==> src/rtl/sm3_pkg.sv <==
// rtl/sm3_pkg.sv - shared SM3 constants, word type, expander state and rotate helper
package sm3_pkg;

  localparam int SM3_ROUNDS      = 64;
  localparam int SM3_BLOCK_WORDS = 16;

  // Bit 0 is the most significant bit of a message word.
  typedef logic [0:31] sm3_word_t;

  typedef enum logic {
    IDLE,
    RUN
  } exp_state_e;

  // 32-bit rotate-left by a constant amount in 0..31.
  function automatic sm3_word_t rotl32(input sm3_word_t x, input int unsigned n);
    rotl32 = (x << n) | (x >> (32 - n));
  endfunction

endpackage

==> src/rtl/sm3_p1.sv <==
// rtl/sm3_p1.sv - combinational SM3 P1 permutation
module sm3_p1
  import sm3_pkg::*;
(
  input  sm3_word_t x_i,
  output sm3_word_t y_o
);

  assign y_o = x_i ^ rotl32(x_i, 15) ^ rotl32(x_i, 23);

endmodule

==> src/rtl/sm3_msg_expander.sv <==
// rtl/sm3_msg_expander.sv - SM3 message expander producing one (W_j, W'_j) pair per round
module sm3_msg_expander
  import sm3_pkg::*;
(
  input  logic         input_clk,
  input  logic         input_rst,
  input  logic         input_block_valid,
  input  logic [0:511] input_block,
  output logic         output_block_ready,
  output logic         output_w_valid,
  input  logic         input_w_ready,
  output logic [0:31]  output_w,
  output logic [0:31]  output_wp,
  output logic [5:0]   output_j,
  output logic         output_done
);

  exp_state_e state_q, state_d;
  logic [5:0] j_q, j_d;
  logic       done_q, done_d;
  sm3_word_t  r_q [SM3_BLOCK_WORDS];
  sm3_word_t  r_d [SM3_BLOCK_WORDS];
  sm3_word_t  p1_in;
  sm3_word_t  p1_out;
  sm3_word_t  n_word;

  sm3_p1 u_p1 (
    .x_i (p1_in),
    .y_o (p1_out)
  );

  // Argument of P1 taken from the current window.
  always_comb begin
    p1_in = r_q[0] ^ r_q[7] ^ rotl32(r_q[13], 15);
  end

  // Word that enters the top of the window on the next shift.
  always_comb begin
    n_word = p1_out ^ rotl32(r_q[3], 7) ^ r_q[10];
  end

  // Handshake control, window load/shift and round counting.
  always_comb begin
    state_d            = state_q;
    j_d                = j_q;
    r_d                = r_q;
    done_d             = 1'b0;
    output_block_ready = 1'b0;
    output_w_valid     = 1'b0;
    case (state_q)
      IDLE: begin
        output_block_ready = 1'b1;
        if (input_block_valid) begin
          for (int k = 0; k < SM3_BLOCK_WORDS; k++) begin
            r_d[k] = input_block[32*k +: 32];
          end
          j_d     = '0;
          state_d = RUN;
        end
      end
      RUN: begin
        output_w_valid = 1'b1;
        if (input_w_ready) begin
          for (int k = 0; k < SM3_BLOCK_WORDS - 1; k++) begin
            r_d[k] = r_q[k+1];
          end
          r_d[SM3_BLOCK_WORDS-1] = n_word;
          // The 6-bit counter wraps 63 -> 0 on the final round.
          j_d = j_q + 6'd1;
          if (j_q == 6'(SM3_ROUNDS - 1)) begin
            state_d = IDLE;
            done_d  = 1'b1;
          end
        end
      end
      default: state_d = IDLE;
    endcase
  end

  // All state registers; reset wins over any handshake in the same cycle.
  always_ff @(posedge input_clk) begin
    if (input_rst) begin
      state_q <= IDLE;
      j_q     <= '0;
      done_q  <= 1'b0;
      for (int k = 0; k < SM3_BLOCK_WORDS; k++) begin
        r_q[k] <= '0;
      end
    end else begin
      state_q <= state_d;
      j_q     <= j_d;
      done_q  <= done_d;
      r_q     <= r_d;
    end
  end

  assign output_w    = r_q[0];
  assign output_wp   = r_q[0] ^ r_q[4];
  assign output_j    = j_q;
  assign output_done = done_q;

endmodule

==> config.mk <==
export PLATFORM = sky130hd
export DESIGN_NAME = sm3_msg_expander
export DESIGN_NICKNAME = d
export VERILOG_FILES = /design/src/rtl/sm3_pkg.sv /design/src/rtl/sm3_p1.sv /design/src/rtl/sm3_msg_expander.sv
export SDC_FILE = /design/constraint.sdc
export NUM_CORES = 1
export LEC_CHECK = 0
export BUFFER_PORTS_ARGS = -buffer_cell sky130_fd_sc_hd__buf_2
export CORE_AREA = 8 8 221 223
export DETAILED_ROUTE_END_ITERATION = 8
export DIE_AREA = 0 0 229 231
export PLACE_DENSITY = 0.94
export SYNTH_ARGS = -nofsm -noshare
export SYNTH_HDL_FRONTEND = slang
export SYNTH_SLANG_ARGS = --single-unit
==> constraint.sdc <==
create_clock -name input_clk -period 2.6 [get_ports input_clk]
set_clock_uncertainty 0.2 [all_clocks]
set_input_delay 0.52 -clock input_clk [delete_from_list [all_inputs] [get_ports input_clk]]
set_output_delay 0.52 -clock input_clk [all_outputs]
set_load 0.01 [all_outputs]
==> results of run 1 <==
-- area by class of cell --
cell class	instances	share of cell area
multi-input cells	1761	0.4399
inverters	1	0.0001244
repair buffers	685	0.1331
clock buffers	78	0.05003
diodes	17	0.001409
flip-flops and latches	520	0.3450
well taps	600	0.02487
clock inverters	13	0.005555
-- synth_stat cells (all sizes together), types with 2 or more instances --
library cell / instances
xnor2: 64
dfxtp: 520
a2111oi: 32
xnor3: 32
buf: 93
nand4: 3
nor2: 554
nor3b: 2
a21oi: 3
nand2: 3
mux2i: 480
a211oi: 480
mux2: 2
clkbuf: 169
xor2: 96
-- power breakdown --
group / total (mW) / switching (mW) / internal, mW
clock: 7.60 / 3.22 / 4.38
sequential: 9.75 / 0.990 / 8.76
combinational: 5.39 / 2.95 / 2.44
total: 22.7 / 7.15 / 15.6
-- metal layers --
metal  global-route usage  vias to the layer above  wire, um
met3              0.08217                      324     10390
met2               0.5817                     1444     46230
li1                     -                    10120         -
met1               0.4427                    10610     38730
met4               0.2068                       22      6515
met5                    0                        -       143
-- worst paths after layout --
kind         cells past startpoint  slack, ns             to
max                              2       0.14  output_wp[22]
min                              3       0.04        r_q[27]
max reg2reg                      4       0.35         r_q[3]
min reg2reg                      2       0.30       r_q[253]
-- through the flow --
step	setup slack (ns)	hold WS, ns	total power [mW]	instance area, um^2	instances
after floorplan	0.6730	0.2778	13.01	24830	2544
after global placement	0.3542	0.2845	14.97	28460	3567
after detailed placement	0.3263	0.2906	15.12	28460	3567
after CTS	0.1295	0.007126	22.62	30140	3658
after global routing	0.1900	0.02319	23.39	30160	3665
final	0.1350	0.03696	22.75	30180	3675
-- cell families (layout without fill, tap and decap cells) --
kind of cell | after synthesis | count (layout) | synth area share
XOR/XNOR | 192 | 192 | 0.08943
AO/OA/AOI/OAI | 520 | 520 | 0.1631
other | 0 | 17 | 0
multiplexers | 482 | 482 | 0.1944
adder cells (fa/ha/maj) | 1 | 1 | 0.0005037
flip-flops | 520 | 520 | 0.4192
AND/OR/NAND/NOR | 566 | 566 | 0.08651
buffers and inverters | 263 | 777 | 0.04686
-- registers in the layout, summed over array words and instances, names as in the netlist --
signal	cells
output_w	32
output_j	6
state_q	1
r_q	480
output_done	1
-- worst max-delay path: stages, from the launching register on --
cell and delay [ns]:
dfxtp_1 0.48, xor2_1 0.45, buf_2 0.23
==> results by group, run 1 <==
Run status
  – Run status: finished, final reports clean

Timing
  – Max Fclk: 405.7 MHz
  – Max_slew headroom: 0.5953
  – Worst-Margin Slew: 0.6071 ns
  – RSZ-0062 raised after global routing: false
  – Minimum clock period: 2.465 ns
  – Final Max Tran Viols: 0
  – Final setup fails: 0
  – Tcrit/Tclk final: 0.9481
  – Setup TNS: 0 ns
  – Final hold vios: 0

Clock tree
  – CTS tree: built
  – Maximum root-to-sink buffer count: 3
  – Htree depth: 2
  – Clk root buf: clkbuf_16
  – Worst skew pair latency: 0.59 ns
  – Clock-pin slew on the worst setup and hold paths: 0.06 ns
  – Inserted Clock Buffers: 52
  – CTS Hold Bufs: 0
  – Post-CTS Setup Repair Bufs: 0
  – CTS resizes: 0
  – Sink Count: 520

Yosys
  – Syn_area_per_cell: 9.762 um^2
  – Yosys cell types: 31
  – Ys flop type: dfxtp_1
  – Synth area leader: dfxtp_1
  – Syn_nets: 3,061
  – Ys Warns: 0
  – Post-Syn Area: 0.02483 mm^2
  – Number of synthesized flops with an enable pin: 0
  – Ys async rst share: 0
  – Synthesized flop and latch total: 520
  – Post-synth top area share: 0.4192
  – Cells after Synth: 2,544
  – Register area share after synthesis: 0.4192
  – Largest cells by area after synthesis: dfxtp_1 (42%), mux2i_1 (19%), a211oi_1 (15%)

Detailed routing
  – Routed WL: 102.0 mm
  – DR iter-0 viols: 2,765
  – DRT Pass-1 Iters: 5
  – # DRC: 0
  – Routed WL per cell: 27.76 um
  – Via count: 22,520
  – Vias/cell: 6.128
  – Antenna Nets Post-Route: 0

Floorplanning
  – Die Y: 231 um
  – I/O pins: 589
  – Initial core utilization: 0.5508
  – Core ar.: 0.04509 mm^2
  – Die footprint: 0.05290 mm^2
  – Rows: 78
  – Width of the die: 229 um

Power and ir drop
  – Leak: 13.19 nW
  – IR drop worst, VDD: 0.5693 mV
  – Pwr/cell area: 753.6 mW/mm^2

Worst setup path
  – Critical path peak fanout: 3
  – WS Path Type: reg2out
  – CP endpoint kind: output pin
  – R2R Path Start: output_w[19]
  – Critical Path Source: r_q[361]
  – Critical Path RT: 1.88 ns
  – Critical path arrival: 1.74 ns
  – Startpoint types: register

Global routing
  – Pin count of the biggest net entering global routing: 79
  – Antenna violations before repair: 22
  – Overall Global Routing Usage: 0.3611
  – First-pass GRT wire length: 143.5 mm
  – GR Overflow Total: 0
  – Vias in the first global route: 22,020

Place
  – Port Buf Inserts: 588
  – RePlAce Congestion: 0.9880
  – DP HPWL: 79.86 mm

Final layout
  – Final design utilization: 0.6694
  – Area occupied by registers: 0.01041 mm^2
  – Area Overhead vs Synth: 21.54%
  – Layout cells sized above 1: 0.2610
  – Most common cell after layout, fill and taps aside: buf_2
  – Nets: 3,538
  – Multi-input gate area: 0.01328 mm^2
  – Fill cells: 3,396
  – Highest-count cells in the layout ignoring fill and taps: buf_2 (587), nor2_1 (554), dfxtp_1 (519)

Flow run
  – MaxCap Viol Count: 0

Min path
  – Min-delay worst type: in2reg
  – Worst Min Path Start: input_block[484]
No activity file was read; power rests on OpenSTA's default activity.
==> run 2: changes to the inputs <==
--- a/config.mk
+++ b/config.mk
@@ -9,7 +9,7 @@
 export CORE_AREA = 8 8 221 223
 export DETAILED_ROUTE_END_ITERATION = 8
 export DIE_AREA = 0 0 229 231
-export PLACE_DENSITY = 0.94
+export PLACE_DENSITY = 0.82
 export SYNTH_ARGS = -nofsm -noshare
 export SYNTH_HDL_FRONTEND = slang
 export SYNTH_SLANG_ARGS = --single-unit
==> run 2 against run 1 <==
Net effect: core utilization rose by 0.25 points; critical path type unchanged; cell area increased by 0.37%; routed wire length shrank 4.0%; worst setup slack got worse by 0.064 ns; sequential share of layout area shrank 0.13 points; sequential power fell by 0.4%; combinational power about the same; count of clock-buffer cells in the layout increased by 7; first-iteration DRC count fell by 13%; critical endpoint is now output_wp[28].
==> results by group, run 2 (synthesis results as in run 1) <==
Power and ir drop
  – Leak: 13.24 nW (+0.34%)
  – IR drop worst, VDD: 0.4975 mV (-13%)
  – Pwr/cell area: 760.8 mW/mm^2 (+0.96%)

Worst setup path
  – CP endpoint kind: output pin
  – Startpoint types: register
  – Critical path arrival: 1.81 ns (+0.07 ns)
  – Critical path peak fanout: 4 (+1)
  – Critical Path RT: 1.88 ns (about the same)
  – WS Path Type: reg2out

Clock tree
  – CTS tree: built
  – Maximum root-to-sink buffer count: 3 (unchanged)
  – Post-CTS Setup Repair Bufs: 0 (unchanged)
  – CTS Hold Bufs: 0 (unchanged)
  – CTS resizes: 0 (unchanged)
  – Htree depth: 2 (unchanged)
  – Clock-pin slew on the worst setup and hold paths: 0.06 ns (about the same)
  – Worst skew pair latency: 0.60 ns (about the same)
  – Sink Count: 520 (unchanged)
  – Clk root buf: clkbuf_16
  – Inserted Clock Buffers: 54 (+3.8%)

Timing
  – Setup TNS: 0 ns (unchanged)
  – Final Max Tran Viols: 0 (unchanged)
  – Fin Hold WS: 0.02842 ns (-0.008538 ns)
  – Worst-Margin Slew: 0.5396 ns (-0.06752 ns)
  – Max Fclk: 395.5 MHz (-2.5%)
  – Minimum clock period: 2.529 ns (+0.06358 ns)
  – Final setup fails: 0 (unchanged)
  – Final hold vios: 0 (unchanged)
  – Max_slew headroom: 0.6403 (+0.04501)
  – RSZ-0062 raised after global routing: false
  – Tcrit/Tclk final: 0.9725 (+0.02446)

Global routing
  – GR Overflow Total: 0 (unchanged)
  – Pin count of the biggest net entering global routing: 91 (+15%)
  – Overall Global Routing Usage: 0.3485 (-0.01264)
  – Vias in the first global route: 21,430 (-2.7%)
  – First-pass GRT wire length: 139.4 mm (-2.8%)
  – Antenna violations before repair: 13 (-41%)

Run status
  – Run status: finished, final reports clean

Final layout
  – Final design utilization: 0.6719 (+0.002469)
  – Largest Register: r_q
  – Most common cell after layout, fill and taps aside: buf_2
  – Largest register FFs: 480 (unchanged)
  – Area Overhead vs Synth: 21.99%
  – Non-filler cells, final: 3,664 (-0.30%)
  – Nets: 3,531 (-0.20%)
  – Layout cells sized above 1: 0.2615 (+0.0005836)
  – Design area: 0.03030 mm^2 (+0.37%)
  – Fill cells: 3,637 (+7.1%)
  – Highest-count cells in the layout ignoring fill and taps: buf_2 (587), nor2_1 (554), dfxtp_1 (519)

Flow run
  – MaxCap Viol Count: 0 (unchanged)

Detailed routing
  – Vias/cell: 5.980 (-2.4%)
  – Via count: 21,910 (-2.7%)
  – # DRC: 0 (unchanged)
  – DR iter-0 viols: 2,396 (-13%)
  – Routed WL: 97.91 mm (-4.0%)
  – Antenna Nets Post-Route: 0 (unchanged)
  – Routed WL per cell: 26.72 um (-3.7%)
  – DRT Pass-1 Iters: 5 (unchanged)

Place
  – DP HPWL: 77.47 mm (-3.0%)
  – Placed Cells: 3,558 (-0.25%)
  – RePlAce Congestion: 0.9578 (-3.1%)
  – Port Buf Inserts: 588 (unchanged)
  – Post-DP Area: 0.02846 mm^2 (about the same)

Floorplanning
  – I/O pins: 589 (unchanged)
  – Initial core utilization: 0.5508 (unchanged)
  – Die footprint: 0.05290 mm^2 (unchanged)
  – Rows: 78 (unchanged)
  – Width of the die: 229 um (unchanged)
  – Die Y: 231 um (unchanged)
  – Core ar.: 0.04509 mm^2 (unchanged)

Min path
  – Min-delay worst type: in2reg
run 2: cell count changes in the layout (fill, tap and decap cells not counted), sizes merged:
cell      before  now
diode         17    9
clkbuf        78   85
inv            1    2
clkinvlp       1    2
buf          685  676
clkinv         8    7
bufinv         4    2
run 2: area by class of cell:
type                            count  area (um^2)  area share
Antenna cell                        9        22.52   0.0007434
Clock buffer                       85         1692     0.05584
Timing Repair Buffer              676         4014      0.1325
Tap cell                          600        750.7     0.02478
Clock inverter                     12        122.6    0.004047
Multi-Input combinational cell   1761        13280      0.4382
Inverter                            1        3.754   0.0001239
Sequential cell                   520        10410      0.3437
run 2: path summary, 6_finish.rpt:
check	start	to	slack [ns]	depth (start not counted)
worst max-delay path	output_w[28]	output_wp[28]	0.07	2
worst min register to register	r_q[148]	r_q[148]	0.30	2
worst max register to register	output_w[17]	r_q[5]	0.35	4
worst min-delay path	input_block[485]	r_q[26]	0.03	3
run 2: report_power, final:
group	switching [mW]	internal (mW)	leakage, nW
clock	3.30	4.64	0.892
sequential	0.947	8.76	4.32
combinational	2.94	2.45	8.03
total	7.19	15.9	13.2
run 2: routing by layer:
layer	vias to the layer above	part of all wire	track usage
met4	8	0.046	0.1582
met2	1087	0.46	0.5659
li1	10130	-	-
met3	211	0.084	0.07444
met5	-	0.00061	0
met1	10470	0.41	0.4421
run 2: stage by stage:
stage          worst slack, ns  total power, mW
2_1_floorplan           0.6730            13.01
3_3_place_gp            0.3087            15.05
3_5_place_dp            0.3068            15.17
4_1_cts                0.06534            23.00
5_1_grt                0.05433            23.79
6_report               0.07146            23.05
run 2: critical path: stages (launching register included):
cell and delay, ns:
dfxtp_1 0.60, xor2_1 0.39, buf_2 0.22
==> run 3: changes to the inputs <==
--- a/config.mk
+++ b/config.mk
@@ -6,10 +6,13 @@
 export NUM_CORES = 1
 export LEC_CHECK = 0
 export BUFFER_PORTS_ARGS = -buffer_cell sky130_fd_sc_hd__buf_2
-export CORE_AREA = 8 8 221 223
+export CORE_AREA = 8 8 225 227
 export DETAILED_ROUTE_END_ITERATION = 8
-export DIE_AREA = 0 0 229 231
-export PLACE_DENSITY = 0.82
+export DIE_AREA = 0 0 233 235
+export HOLD_SLACK_MARGIN = 0.05
+export PLACE_DENSITY = 0.81
 export SYNTH_ARGS = -nofsm -noshare
 export SYNTH_HDL_FRONTEND = slang
+export SYNTH_HIERARCHICAL = 1
 export SYNTH_SLANG_ARGS = --single-unit
+export TNS_END_PERCENT = 5
==> run 3 against run 2 <==
Net effect: sequential share of layout area down 1.2 points; cell area up 3.7%; final cell count up 1.7%; non-clock buffer count up 48; first-iteration DRC count down 8.9%; die area up 3.5%; synthesized area up 3.9%; sequential power about the same; largest cell class unchanged; highest routed layer unchanged.
==> results by group, run 3 <==
Flow run
  – MaxCap Viol Count: 0 (unchanged)

Worst setup path
  – Startpoint types: register
  – Critical Path RT: 2.91 ns (+1.03 ns)
  – CP endpoint kind: register
  – CP max-delay cell: xnor2_1
  – Critical path peak fanout: 3 (-1)
  – Critical path arrival: 2.87 ns (+1.06 ns)
  – CP most frequent cell: xnor2_1
  – Family with the most delay on the worst path: XOR/XNOR gates
  – Worst path max stage delay: 0.63 ns (+0.03 ns)
  – CP cell instances: xnor2_1, xnor2_1, xor3_1, xor2_1, xnor2_1, a211oi_1
  – WS Path Type: reg2reg
  – Worst path buffer plus inverter count: 0 (-1)
  – Worst reg2reg setup slack: 0.04 ns (-0.31 ns)

Timing
  – RSZ-0062 raised after global routing: false
  – Final Max Tran Viols: 0 (unchanged)
  – Max_slew headroom: 0.4947 (-0.1456)
  – Minimum clock period: 2.563 ns (+0.03425 ns)
  – Setup ws final: 0.03720 ns (-0.03425 ns)
  – Final setup fails: 0 (unchanged)
  – Final hold vios: 0 (unchanged)
  – Tcrit/Tclk final: 0.9857 (+0.01317)
  – Worst-Margin Slew: 0.7526 ns (+0.2130 ns)
  – Setup TNS: 0 ns (unchanged)
  – Max Fclk: 390.2 MHz (-1.3%)

Yosys
  – Yosys cell types: 29 (-6.5%)
  – Ys flop type: dfxtp_1
  – Mux cell area share after synthesis: 0.1867 (-0.007659)
  – Synth area leader: dfxtp_1
  – Largest cells by area after synthesis: dfxtp_1 (40%), mux2i_1 (19%), a211oi_1 (10%)
  – Post-Syn Area: 0.02581 mm^2 (+3.9%)
  – Compound-Gate Fraction of Synth Area: 0.1942 (+0.03104)
  – Main combinational cell family by area after synthesis: compound AO/OA/AOI/OAI gates
  – Most frequent cell after synthesis: dfxtp_1
  – Xor/xnor share of the synthesized area: 0.08391 (-0.005523)
  – Ys Warns: 6 (+6)
  – Post-synthesis adder-cell area fraction: 0.0004847 (-0.00001910)
  – Register area share after synthesis: 0.4033 (-0.01589)
  – Synthesized flop and latch total: 520 (unchanged)
  – Syn_area_per_cell: 10.16 um^2 (+4.1%)
  – Number of synthesized flops with an enable pin: 0 (unchanged)
  – Cells after Synth: 2,541 (-0.12%)
  – Post-synth top area share: 0.4033 (-0.01589)
  – Ys async rst share: 0 (unchanged)
  – Commonest cells in the netlist: dfxtp_1 (520), nor2_1 (516), mux2i_1 (480), a211oi_1 (346), a211oi_2 (170)
  – Simple-gate share of the synthesized area: 0.07751 (-0.008999)
  – Syn_nets: 3,058 (-0.098%)

Final layout
  – Nets: 3,576 (+1.3%)
  – Area Overhead vs Synth: 21.70%
  – Largest register FFs: 480 (unchanged)
  – Highest-count cells in the layout ignoring fill and taps: buf_2 (587), dfxtp_1 (519), nor2_1 (516)
  – Most common cell after layout, fill and taps aside: buf_2
  – Largest Register: r_q
  – Layout cells sized above 1: 0.3076 (+0.04605)
  – Fill cells: 3,676 (+1.1%)
  – Design area: 0.03141 mm^2 (+3.7%)

Place
  – DP HPWL: 82.23 mm (+6.1%)
  – Port Buf Inserts: 588 (unchanged)
  – Dpl ws: 0.05735 ns (-0.2495 ns)
  – RePlAce Congestion: 0.9705 (+1.3%)
  – Post-DP Area: 0.02932 mm^2 (+3.0%)

Clock tree
  – Htree depth: 2 (unchanged)
  – Post-CTS Setup Repair Bufs: 0 (unchanged)
  – Worst skew pair latency: 0.60 ns (about the same)
  – Clock-pin slew on the worst setup and hold paths: 0.06 ns (about the same)
  – Inserted Clock Buffers: 54 (unchanged)
  – CTS tree: built
  – Maximum root-to-sink buffer count: 3 (unchanged)
  – Sink Count: 520 (unchanged)
  – Clk root buf: clkbuf_16

Floorplanning
  – Rows: 80 (+2.6%)
  – Core ar.: 0.04715 mm^2 (+4.6%)
  – Die Y: 235 um (+1.7%)
  – Initial core utilization: 0.5475 (-0.003277)
  – Width of the die: 233 um (+1.7%)
  – I/O pins: 589 (unchanged)
  – Die footprint: 0.05476 mm^2 (+3.5%)

Power and ir drop
  – IR drop worst, VDD: 0.5017 mV (+0.85%)
  – Leak: 13.46 nW (+1.7%)
  – Pwr/cell area: 748.0 mW/mm^2 (-1.7%)

Detailed routing
  – # DRC: 0 (unchanged)
  – Antenna Nets Post-Route: 0 (unchanged)
  – Via count: 22,270 (+1.7%)
  – Vias/cell: 5.980 (about the same)
  – DR iter-0 viols: 2,183 (-8.9%)
  – Routed WL: 102.4 mm (+4.6%)
  – DRT Pass-1 Iters: 7 (+2)
  – Routed WL per cell: 27.50 um (+2.9%)

Global routing
  – First-pass GRT wire length: 146.1 mm (+4.8%)
  – Overall Global Routing Usage: 0.3577 (+0.009205)
  – GR Overflow Total: 0 (unchanged)
  – Antenna violations before repair: 21 (+8)
  – Pin count of the biggest net entering global routing: 92 (+1.1%)
  – Vias in the first global route: 22,070 (+3.0%)

Min path
  – Min-delay worst type: in2reg

Run status
  – Run status: finished, final reports clean
==> run 3: cell types whose count changed after synthesis, sizes merged, moves of 3 or more <==
cell | previous run | this run
xnor3 | 32 | 0
o21bai | 0 | 32
clkbuf | 169 | 74
xnor2 | 64 | 96
a211oi | 480 | 516
buf | 93 | 188
xor3 | 0 | 32
a2111oi | 32 | 0
or3 | 0 | 3
xor2 | 96 | 64
nor2 | 554 | 516
==> run 3: cells by family after synthesis <==
| group | after synthesis |
|---|---|
| adder cells (fa/ha/maj) | 1 |
| buffers and inverters | 265 |
| XOR/XNOR | 192 |
| flip-flops | 520 |
| AND/OR/NAND/NOR | 527 |
| multiplexers | 481 |
| AO/OA/AOI/OAI | 555 |
==> run 3: path summary, 6_finish.rpt <==
| path | cells after the start | endpoint | startpoint |
|---|---|---|---|
| setup / recovery | 6 | r_q[16] | r_q[65] |
| hold / removal | 3 | output_w[25] | input_block[25] |
| setup reg to reg | 6 | r_q[16] | r_q[65] |
| hold reg to reg | 2 | r_q[62] | r_q[62] |
==> run 3: timing repair <==
action,4_1_cts,5_1_grt
hold buffers,32,0
endpoints found under the hold margin,32,0
resized for setup,0,1
endpoints found under the setup margin,0,3
==> run 3: per-layer routing <==
metal	track usage	vias up	wire length [um]
li1	-	10200	-
met1	0.4577	10670	41110
met2	0.5635	1147	46900
met3	0.08700	250	9393
met4	0.1642	12	4961
met5	0	-	72
==> run 3: report_power, final <==
| group | total (mW) | internal [mW] | switching [mW] | leakage [nW] |
|---|---|---|---|---|
| Combinational | 6.09 | 2.99 | 3.10 | 8.29 |
| Clock | 7.69 | 4.41 | 3.28 | 0.856 |
| Sequential | 9.71 | 8.76 | 0.950 | 4.32 |
| Total | 23.5 | 16.2 | 7.33 | 13.5 |
==> run 3: metrics by stage <==
step | util | cells | hold slack, ns | power [mW]
floorplan | - | 2541 | 0.2778 | 13.73
detailed placement | 0.6218 | 3586 | 0.2906 | 15.78
CTS | 0.6653 | 3710 | 0.05004 | 23.43
global route | 0.6662 | 3723 | 0.07310 | 24.26
global placement | 0.6218 | 3586 | 0.2834 | 15.65
finish | 0.6663 | 3725 | 0.06151 | 23.50
==> run 3: cell type report <==
class                           count  area [um^2]  share of cell area
Multi-Input combinational cell   1756        14030              0.4467
Sequential cell                   520        10410              0.3315
Timing Repair Buffer              724         4417              0.1406
Clock buffer                       75         1582             0.05035
Tap cell                          615        769.5             0.02450
Clock inverter                     17        150.1            0.004780
Antenna cell                       15        37.54            0.001195
Inverter                            3        11.26           0.0003585
==> run 3: worst register-to-register path, delay by kind of cell, from the launching register on <==
family	cells	cell delay [ns]
DFF	1	0.57
AOI/OAI and AO/OA	1	0.23
xor gates and xnor gates	5	1.48
